## src/rtl/peripheral_msi_byte_split_wb.sv

```systemverilog
// peripheral_msi_byte_split_wb
//
// Sequential Wishbone bridge from a 32-bit master to an 8-bit slave. A master
// access with several active byte selects becomes consecutive single-byte
// slave accesses. The bridge walks the lanes in big-endian order: sel[3] maps
// to byte offset 0 and data [31:24]. Read bytes are gathered into one 32-bit
// word, and the master sees a single termination.
//
// Optional feature: define PERIPHERAL_MSI_BYTE_SPLIT_TIMEOUT_EN to add a
// per-beat watchdog. A beat left unterminated for TIMEOUT cycles is abandoned
// and the master receives an error. Without the macro, the bridge waits
// indefinitely for the slave.
//
// Ports
//   wb_clk_i, wb_rst_ni           clock (rising edge) / synchronous active-low reset
//   wbm_adr_i/dat_i/sel_i/we_i    master request (adr[1:0] ignored)
//   wbm_cyc_i, wbm_stb_i          master cycle / strobe
//   wbm_cti_i, wbm_bte_i          accepted, ignored
//   wbm_dat_o                     assembled read data, valid with a termination only
//   wbm_ack_o/err_o/rty_o         master termination, one-cycle pulses
//   wbs_adr_o, wbs_dat_o          slave byte address / write byte
//   wbs_we_o, wbs_cyc_o, wbs_stb_o slave control
//   wbs_cti_o, wbs_bte_o          constant classic-cycle encodings
//   wbs_dat_i                     slave read byte
//   wbs_ack_i/err_i/rty_i         slave termination
module peripheral_msi_byte_split_wb #(
  parameter int AW      = 32,
  parameter int TIMEOUT = 255
) (
  input  logic          wb_clk_i,
  input  logic          wb_rst_ni,
  input  logic [AW-1:0] wbm_adr_i,
  input  logic [31:0]   wbm_dat_i,
  input  logic [3:0]    wbm_sel_i,
  input  logic          wbm_we_i,
  input  logic          wbm_cyc_i,
  input  logic          wbm_stb_i,
  input  logic [2:0]    wbm_cti_i,
  input  logic [1:0]    wbm_bte_i,
  output logic [31:0]   wbm_dat_o,
  output logic          wbm_ack_o,
  output logic          wbm_err_o,
  output logic          wbm_rty_o,
  output logic [AW-1:0] wbs_adr_o,
  output logic [7:0]    wbs_dat_o,
  output logic          wbs_we_o,
  output logic          wbs_cyc_o,
  output logic          wbs_stb_o,
  output logic [2:0]    wbs_cti_o,
  output logic [1:0]    wbs_bte_o,
  input  logic [7:0]    wbs_dat_i,
  input  logic          wbs_ack_i,
  input  logic          wbs_err_i,
  input  logic          wbs_rty_i
);

  typedef enum logic [2:0] {S_IDLE, S_ACCESS, S_DONE, S_ERR, S_RTY} state_t;

  state_t          state_q, state_d;
  logic [AW-3:0]   adr_q, adr_d;
  logic [31:0]     dat_q, dat_d;
  logic [31:0]     rbuf_q, rbuf_d;
  logic [3:0]      pend_q, pend_d;
  logic            we_q, we_d;
  logic [1:0]      cur_off, nxt_off;

  logic [31:0]     wbm_dat_q, wbm_dat_d;
  logic            wbm_ack_q, wbm_ack_d;
  logic            wbm_err_q, wbm_err_d;
  logic            wbm_rty_q, wbm_rty_d;
  logic [AW-1:0]   wbs_adr_q, wbs_adr_d;
  logic [7:0]      wbs_dat_q, wbs_dat_d;
  logic            wbs_we_q, wbs_we_d;
  logic            wbs_cyc_q, wbs_cyc_d;
  logic            wbs_stb_q, wbs_stb_d;

`ifdef PERIPHERAL_MSI_BYTE_SPLIT_TIMEOUT_EN
  localparam int TW = (TIMEOUT > 255) ? $clog2(TIMEOUT + 1) : 8;
  localparam logic [TW-1:0] TMO_LIM = TW'(TIMEOUT);
  logic [TW-1:0] tmo_q, tmo_d, tmo_inc;
  assign tmo_inc = tmo_q + TW'(1);
`else
  logic unused_tmo;
  assign unused_tmo = (TIMEOUT == 0);
`endif

  logic unused_ok;
  assign unused_ok = ^{wbm_cti_i, wbm_bte_i, wbm_adr_i[1:0]};

  // Offset of the highest-priority pending lane (sel[3] is served first).
  function automatic logic [1:0] first_off(input logic [3:0] m);
    if (m[3])      return 2'd0;
    else if (m[2]) return 2'd1;
    else if (m[1]) return 2'd2;
    else           return 2'd3;
  endfunction

  // Byte for a given offset; offset 0 is the most significant byte.
  function automatic logic [7:0] lane_byte(input logic [31:0] d, input logic [1:0] o);
    return d[{~o, 3'b000} +: 8];
  endfunction

  always_comb begin
    state_d   = state_q;
    adr_d     = adr_q;
    dat_d     = dat_q;
    rbuf_d    = rbuf_q;
    pend_d    = pend_q;
    we_d      = we_q;
    wbm_ack_d = 1'b0;
    wbm_err_d = 1'b0;
    wbm_rty_d = 1'b0;
    wbm_dat_d = '0;
`ifdef PERIPHERAL_MSI_BYTE_SPLIT_TIMEOUT_EN
    tmo_d     = '0;
`endif
    cur_off   = first_off(pend_q);

    unique case (state_q)
      S_IDLE: begin
        if (wbm_cyc_i && wbm_stb_i) begin
          adr_d  = wbm_adr_i[AW-1:2];
          dat_d  = wbm_dat_i;
          pend_d = wbm_sel_i;
          we_d   = wbm_we_i;
          rbuf_d = '0;
          if (wbm_sel_i != 4'b0000) begin
            state_d = S_ACCESS;
          end else begin
            // Nothing to transfer: acknowledge straight away with zero data.
            state_d   = S_DONE;
            wbm_ack_d = 1'b1;
          end
        end
      end
      S_ACCESS: begin
        if (!wbm_cyc_i) begin
          // Master abort: drop the slave cycle silently.
          state_d = S_IDLE;
          pend_d  = '0;
        end else if (wbs_err_i) begin
          state_d   = S_ERR;
          wbm_err_d = 1'b1;
          pend_d    = '0;
        end else if (wbs_rty_i) begin
          state_d   = S_RTY;
          wbm_rty_d = 1'b1;
          pend_d    = '0;
        end else if (wbs_ack_i) begin
          if (!we_q) rbuf_d[{~cur_off, 3'b000} +: 8] = wbs_dat_i;
          pend_d = pend_q & ~(4'b1000 >> cur_off);
          if (pend_d == 4'b0000) begin
            state_d   = S_DONE;
            wbm_ack_d = 1'b1;
            wbm_dat_d = rbuf_d;
          end
        end
`ifdef PERIPHERAL_MSI_BYTE_SPLIT_TIMEOUT_EN
        else if (tmo_inc == TMO_LIM) begin
          state_d   = S_ERR;
          wbm_err_d = 1'b1;
          pend_d    = '0;
        end else begin
          tmo_d = tmo_inc;
        end
`endif
      end
      S_DONE, S_ERR, S_RTY: state_d = S_IDLE;
      default:              state_d = S_IDLE;
    endcase

    // Slave outputs follow the lane that will be pending after this edge, so
    // the next byte appears the cycle after an ack with stb held high.
    nxt_off   = first_off(pend_d);
    wbs_cyc_d = (state_d == S_ACCESS);
    wbs_stb_d = (state_d == S_ACCESS);
    wbs_we_d  = (state_d == S_ACCESS) && we_d;
    wbs_adr_d = (state_d == S_ACCESS) ? {adr_d, nxt_off} : '0;
    wbs_dat_d = (state_d == S_ACCESS) ? lane_byte(dat_d, nxt_off) : 8'h00;
  end

  always_ff @(posedge wb_clk_i) begin
    if (!wb_rst_ni) begin
      state_q   <= S_IDLE;
      pend_q    <= '0;
      we_q      <= 1'b0;
      wbm_dat_q <= '0;
      wbm_ack_q <= 1'b0;
      wbm_err_q <= 1'b0;
      wbm_rty_q <= 1'b0;
      wbs_adr_q <= '0;
      wbs_dat_q <= '0;
      wbs_we_q  <= 1'b0;
      wbs_cyc_q <= 1'b0;
      wbs_stb_q <= 1'b0;
`ifdef PERIPHERAL_MSI_BYTE_SPLIT_TIMEOUT_EN
      tmo_q     <= '0;
`endif
    end else begin
      state_q   <= state_d;
      pend_q    <= pend_d;
      we_q      <= we_d;
      wbm_dat_q <= wbm_dat_d;
      wbm_ack_q <= wbm_ack_d;
      wbm_err_q <= wbm_err_d;
      wbm_rty_q <= wbm_rty_d;
      wbs_adr_q <= wbs_adr_d;
      wbs_dat_q <= wbs_dat_d;
      wbs_we_q  <= wbs_we_d;
      wbs_cyc_q <= wbs_cyc_d;
      wbs_stb_q <= wbs_stb_d;
`ifdef PERIPHERAL_MSI_BYTE_SPLIT_TIMEOUT_EN
      tmo_q     <= tmo_d;
`endif
    end
  end

  // Request capture and read gather buffer; always rewritten before use.
  always_ff @(posedge wb_clk_i) begin
    adr_q  <= adr_d;
    dat_q  <= dat_d;
    rbuf_q <= rbuf_d;
  end

  assign wbm_dat_o = wbm_dat_q;
  assign wbm_ack_o = wbm_ack_q;
  assign wbm_err_o = wbm_err_q;
  assign wbm_rty_o = wbm_rty_q;
  assign wbs_adr_o = wbs_adr_q;
  assign wbs_dat_o = wbs_dat_q;
  assign wbs_we_o  = wbs_we_q;
  assign wbs_cyc_o = wbs_cyc_q;
  assign wbs_stb_o = wbs_stb_q;
  assign wbs_cti_o = 3'b000;
  assign wbs_bte_o = 2'b00;

endmodule

```

## config.mk

```make
export PLATFORM = sky130hd
export DESIGN_NAME = peripheral_msi_byte_split_wb
export DESIGN_NICKNAME = d
export VERILOG_FILES = /design/src/rtl/peripheral_msi_byte_split_wb.sv
export SDC_FILE = /design/constraint.sdc
export NUM_CORES = 1
export LEC_CHECK = 0
export BUFFER_PORTS_ARGS = -buffer_cell sky130_fd_sc_hd__buf_2
export CAP_MARGIN = 30
export CORE_MARGIN = 1.5
export CORE_UTILIZATION = 25
export CTS_CLUSTER_SIZE = 30
export DETAILED_ROUTE_END_ITERATION = 16
export SLEW_MARGIN = 20
export SYNTH_ARGS = -nofsm -noshare
export SYNTH_HDL_FRONTEND = slang
export SYNTH_SLANG_ARGS = --single-unit
```

## constraint.sdc

```tcl
create_clock -name wb_clk_i -period 3.31 [get_ports wb_clk_i]
set_clock_uncertainty 0.15 [all_clocks]
set_input_delay 0.8275 -clock wb_clk_i [delete_from_list [all_inputs] [get_ports wb_clk_i]]
set_output_delay 0.8275 -clock wb_clk_i [all_outputs]
set_load 0.03 [all_outputs]
```

==> results.py <==
metrics = {
    "route": {
        "dr.pass1.iters": 5,
        "drc": 0,
        "postRouteAntennaNets": 0,
        "viasPerCell": 4.66,
        "wl_mm": 18.4,
        "num_vias": 5524,
        "drtIter0Drc": 470,
        "detail_route.wl_per_cell_um": 15.5,
    },
    "die": {
        "placementRows": 60,
        "die_w_um": 168,
        "core_um2": 26900,
        "start_util_pct": 25.4,
        "num_io_pins": 172,
        "die_h_um": 168,
        "dieArea_um2": 28400,
    },
    "timing": {
        "hold_viol": 0,
        "setup_viol": 0,
        "worst_pin_slew_ns": 1.02,
        "finalCriticalPeriod_ns": 2.93,
        "slew_violations": 0,
        "fin_setup_tns_ns": 0,
        "fin_crit_sh_pct": 88.5,
        "slew_headroom_pct": 31.6,
        "fmax_ghz": 0.341,
        "rsz0062_at_grt": "no",
    },
    "grt": {
        "grt.total_usage_pct": 13.0,
        "grt_overflow": 0,
        "grt_pass1_vias": 5133,
        "antenna_found_initial": 4,
        "grt_pass1_wl_mm": 28.4,
        "grt_start_max_net_pins": 43,
    },
    "logic_synthesis": {
        "synth_top_family_by_area": "simple AND/OR/NAND/NOR gates",
        "synthesis.area_um2": 6840,
        "netlist_instances": 681,
        "synth-compound-area-share_pct": 13.2,
        "synthArstFlopShare_pct": 0,
        "synthSimpleGateAreaFrac_pct": 21.1,
        "yosysSeqAreaShare_pct": 57.1,
        "ys_ff_latch": 179,
        "synthXorXnorAreaFrac_pct": 0,
        "syn_avg_cell_area_um2": 10.0,
        "synth_edf_count": 32,
        "synth_fa_ha_area_share_pct": 1.10,
        "yosys_warnings": 0,
        "yosysUniqueCellTypes": 52,
        "synth_flop_cell": "dfxtp_1",
        "synth_mux_area_share_pct": 2.63,
    },
    "cts": {
        "cts_root_buf": "clkbuf_16",
        "clk_pin_slew_ns": 0.07,
        "cts_buffers": 17,
        "cts_tree": "built",
        "clk_latency_ns": 0.43,
        "clockBufferDepth": 2,
        "cts_sinks": 179,
        "cts_resized": 0,
        "cts_hold_buf": 0,
        "cts_setup_buffers": 0,
        "htreeDepth": 4,
    },
    "placement": {
        "dp_hpwl_mm": 12.8,
        "postPlaceCellArea_um2": 7970,
        "place_congestion": 0.765,
        "portBuffers": 159,
    },
    "setup_path": {
        "crit_arrival_ns": 3.04,
        "r2r_start": "pend_q[2]",
        "regToRegSetupSlack_ns": 0.38,
        "startpoint": "pend_q[2]",
        "critPathKind": "flip-flop to flip-flop",
        "crit_fanout": 9,
        "startpoint_type": "flip-flop",
        "crit_path_end_kind": "flip-flop",
        "cp.required_ns": 3.43,
    },
    "hold_path": {
        "min_from": "adr_q[3]",
        "min_path_type": "flip-flop to flip-flop",
    },
    "layout": {
        "fin_area_um2": 8570,
        "area_delta_synth_final_pct": 25.3,
        "final_nets": 924,
        "utilization_pct": 31.9,
        "drive_gt1_share_pct": 29.6,
    },
    "power_and_ir_drop": {
        "p_total_mw": 5.15,
        "p_leak_nw": 3.69,
        "powerDensity_nw_per_um2": 600,
        "ir_drop_v": 0.000304,
    },
    "run": {
        "maxCapViolCount": 0,
    },
    "status": {
        "status": "finished clean",
    },
}
==> logic make-up after synthesis <==
family | Yosys count
other | 1
adder cells (fa/ha/maj) | 6
multiplexers | 16
buffers and inverters | 65
AND/OR/NAND/NOR | 291
AO/OA/AOI/OAI | 123
flip-flops | 179
==> per-layer routing <==
metal	track usage, %	up-vias	routed length [um]
li1	-	2694	-
met1	16.8	2612	8060
met5	0	-	25
met4	3.34	4	209
met3	4.35	17	1500
met2	20.7	197	8630
==> synthesized netlist by cell type (6+ instances only) <==
master       n  share of area, %
dfxtp_1    147                43
nand2_1    118               6.5
nor2_1      71               3.9
clkbuf_1    32               1.8
edfxtp_1    32                14
nor3b_1     27               3.0
a22oi_1     24               2.6
a21oi_1     23               1.7
nand3_1     21               1.5
o21ai_0     18               1.3
a31oi_1     16               1.5
mux2_2      16               2.6
nor4_1      13               1.2
nor2b_1     10              0.91
inv_1        9              0.49
a2111oi_2    8               1.8
a32oi_1      8               1.0
o211ai_1     8              0.88
o311ai_0     8               1.0
buf_2        7              0.51
buf_4        7              0.77
buf_6        7               1.2
ha_1         6               1.1
==> critical path: stages, from the launching register on <==
cell and delay, ns:
dfxtp_1 0.43, inv_1 0.08, a21oi_1 0.17, inv_1 0.12, ha_1 0.33, nor2b_1 0.13
buf_4 0.17, nor3b_1 0.84, a22oi_1 0.20, nor2_1 0.17
==> layout by cell type, fill, tap and decap left out, types with 4 or more instances in the layout <==
cell       synthesis  final
inv_8              0      6
nor2_1            71     71
a31oi_1           16     16
inv_1              9      9
a22oi_1           24     24
a32oi_1            8      8
o21ai_0           18     18
nand3_1           21     21
ha_1               6      6
nor3b_1           27     27
a21oi_1           23     23
mux2_2            16     16
edfxtp_1          32     32
dfxtp_1          147    147
nand2_1          118    118
nand2b_1           5      5
o211ai_1           8      8
and3_1             5      5
nor4_1            13     13
conb_1             1      5
buf_2              7    159
nor2b_1           10     10
a2111oi_2          8      8
o311ai_0           8      8
clkbuf_16          0     17
nor3b_2            4      4
buf_4              7     19
==> sequential cells by signal, indices dropped and copies added, names as in the netlist <==
register and cells:
state_q 3, adr_q 30, wbm_dat_o 32, pend_q 4
wbs_we_o 1, dat_q 32, wbs_dat_o 8, wbs_adr_o 32
wbm_err_o 1, wbs_stb_o 1, rbuf_q 32, wbm_rty_o 1
we_q 1, wbm_ack_o 1
==> final timing paths <==
path,to,cells after the start
worst min-delay path,adr_q[3],2
worst max-delay path,rbuf_q[8],9
worst max register to register,rbuf_q[8],9
worst min register to register,adr_q[3],2
==> metrics by stage <==
stage,worst slack (ns),std cells,hold WS (ns)
5_1_grt,0.0956,1183,0.309
2_1_floorplan,0.223,685,0.260
3_3_place_gp,0.284,1151,0.269
3_5_place_dp,0.270,1151,0.274
4_1_cts,0.434,1183,0.293
6_report,0.382,1185,0.288
==> area by class of cell <==
class	instances	area (um2)
sequential	179	3900
tap	341	427
timing repair buffer	180	978
antenna	2	5.00
clock inverter	14	160
clock buffer	18	439
fill	2864	18300
multi-input combinational	441	2620
inverter	10	37.5
==> report_power, final <==
| group | internal (mW) | switching (mW) |
|---|---|---|
| registers | 2.40 | 0.0506 |
| logic | 0.249 | 0.393 |
| clock network | 1.10 | 0.953 |
| total | 3.75 | 1.40 |
No activity file was read; power rests on OpenSTA's default activity.
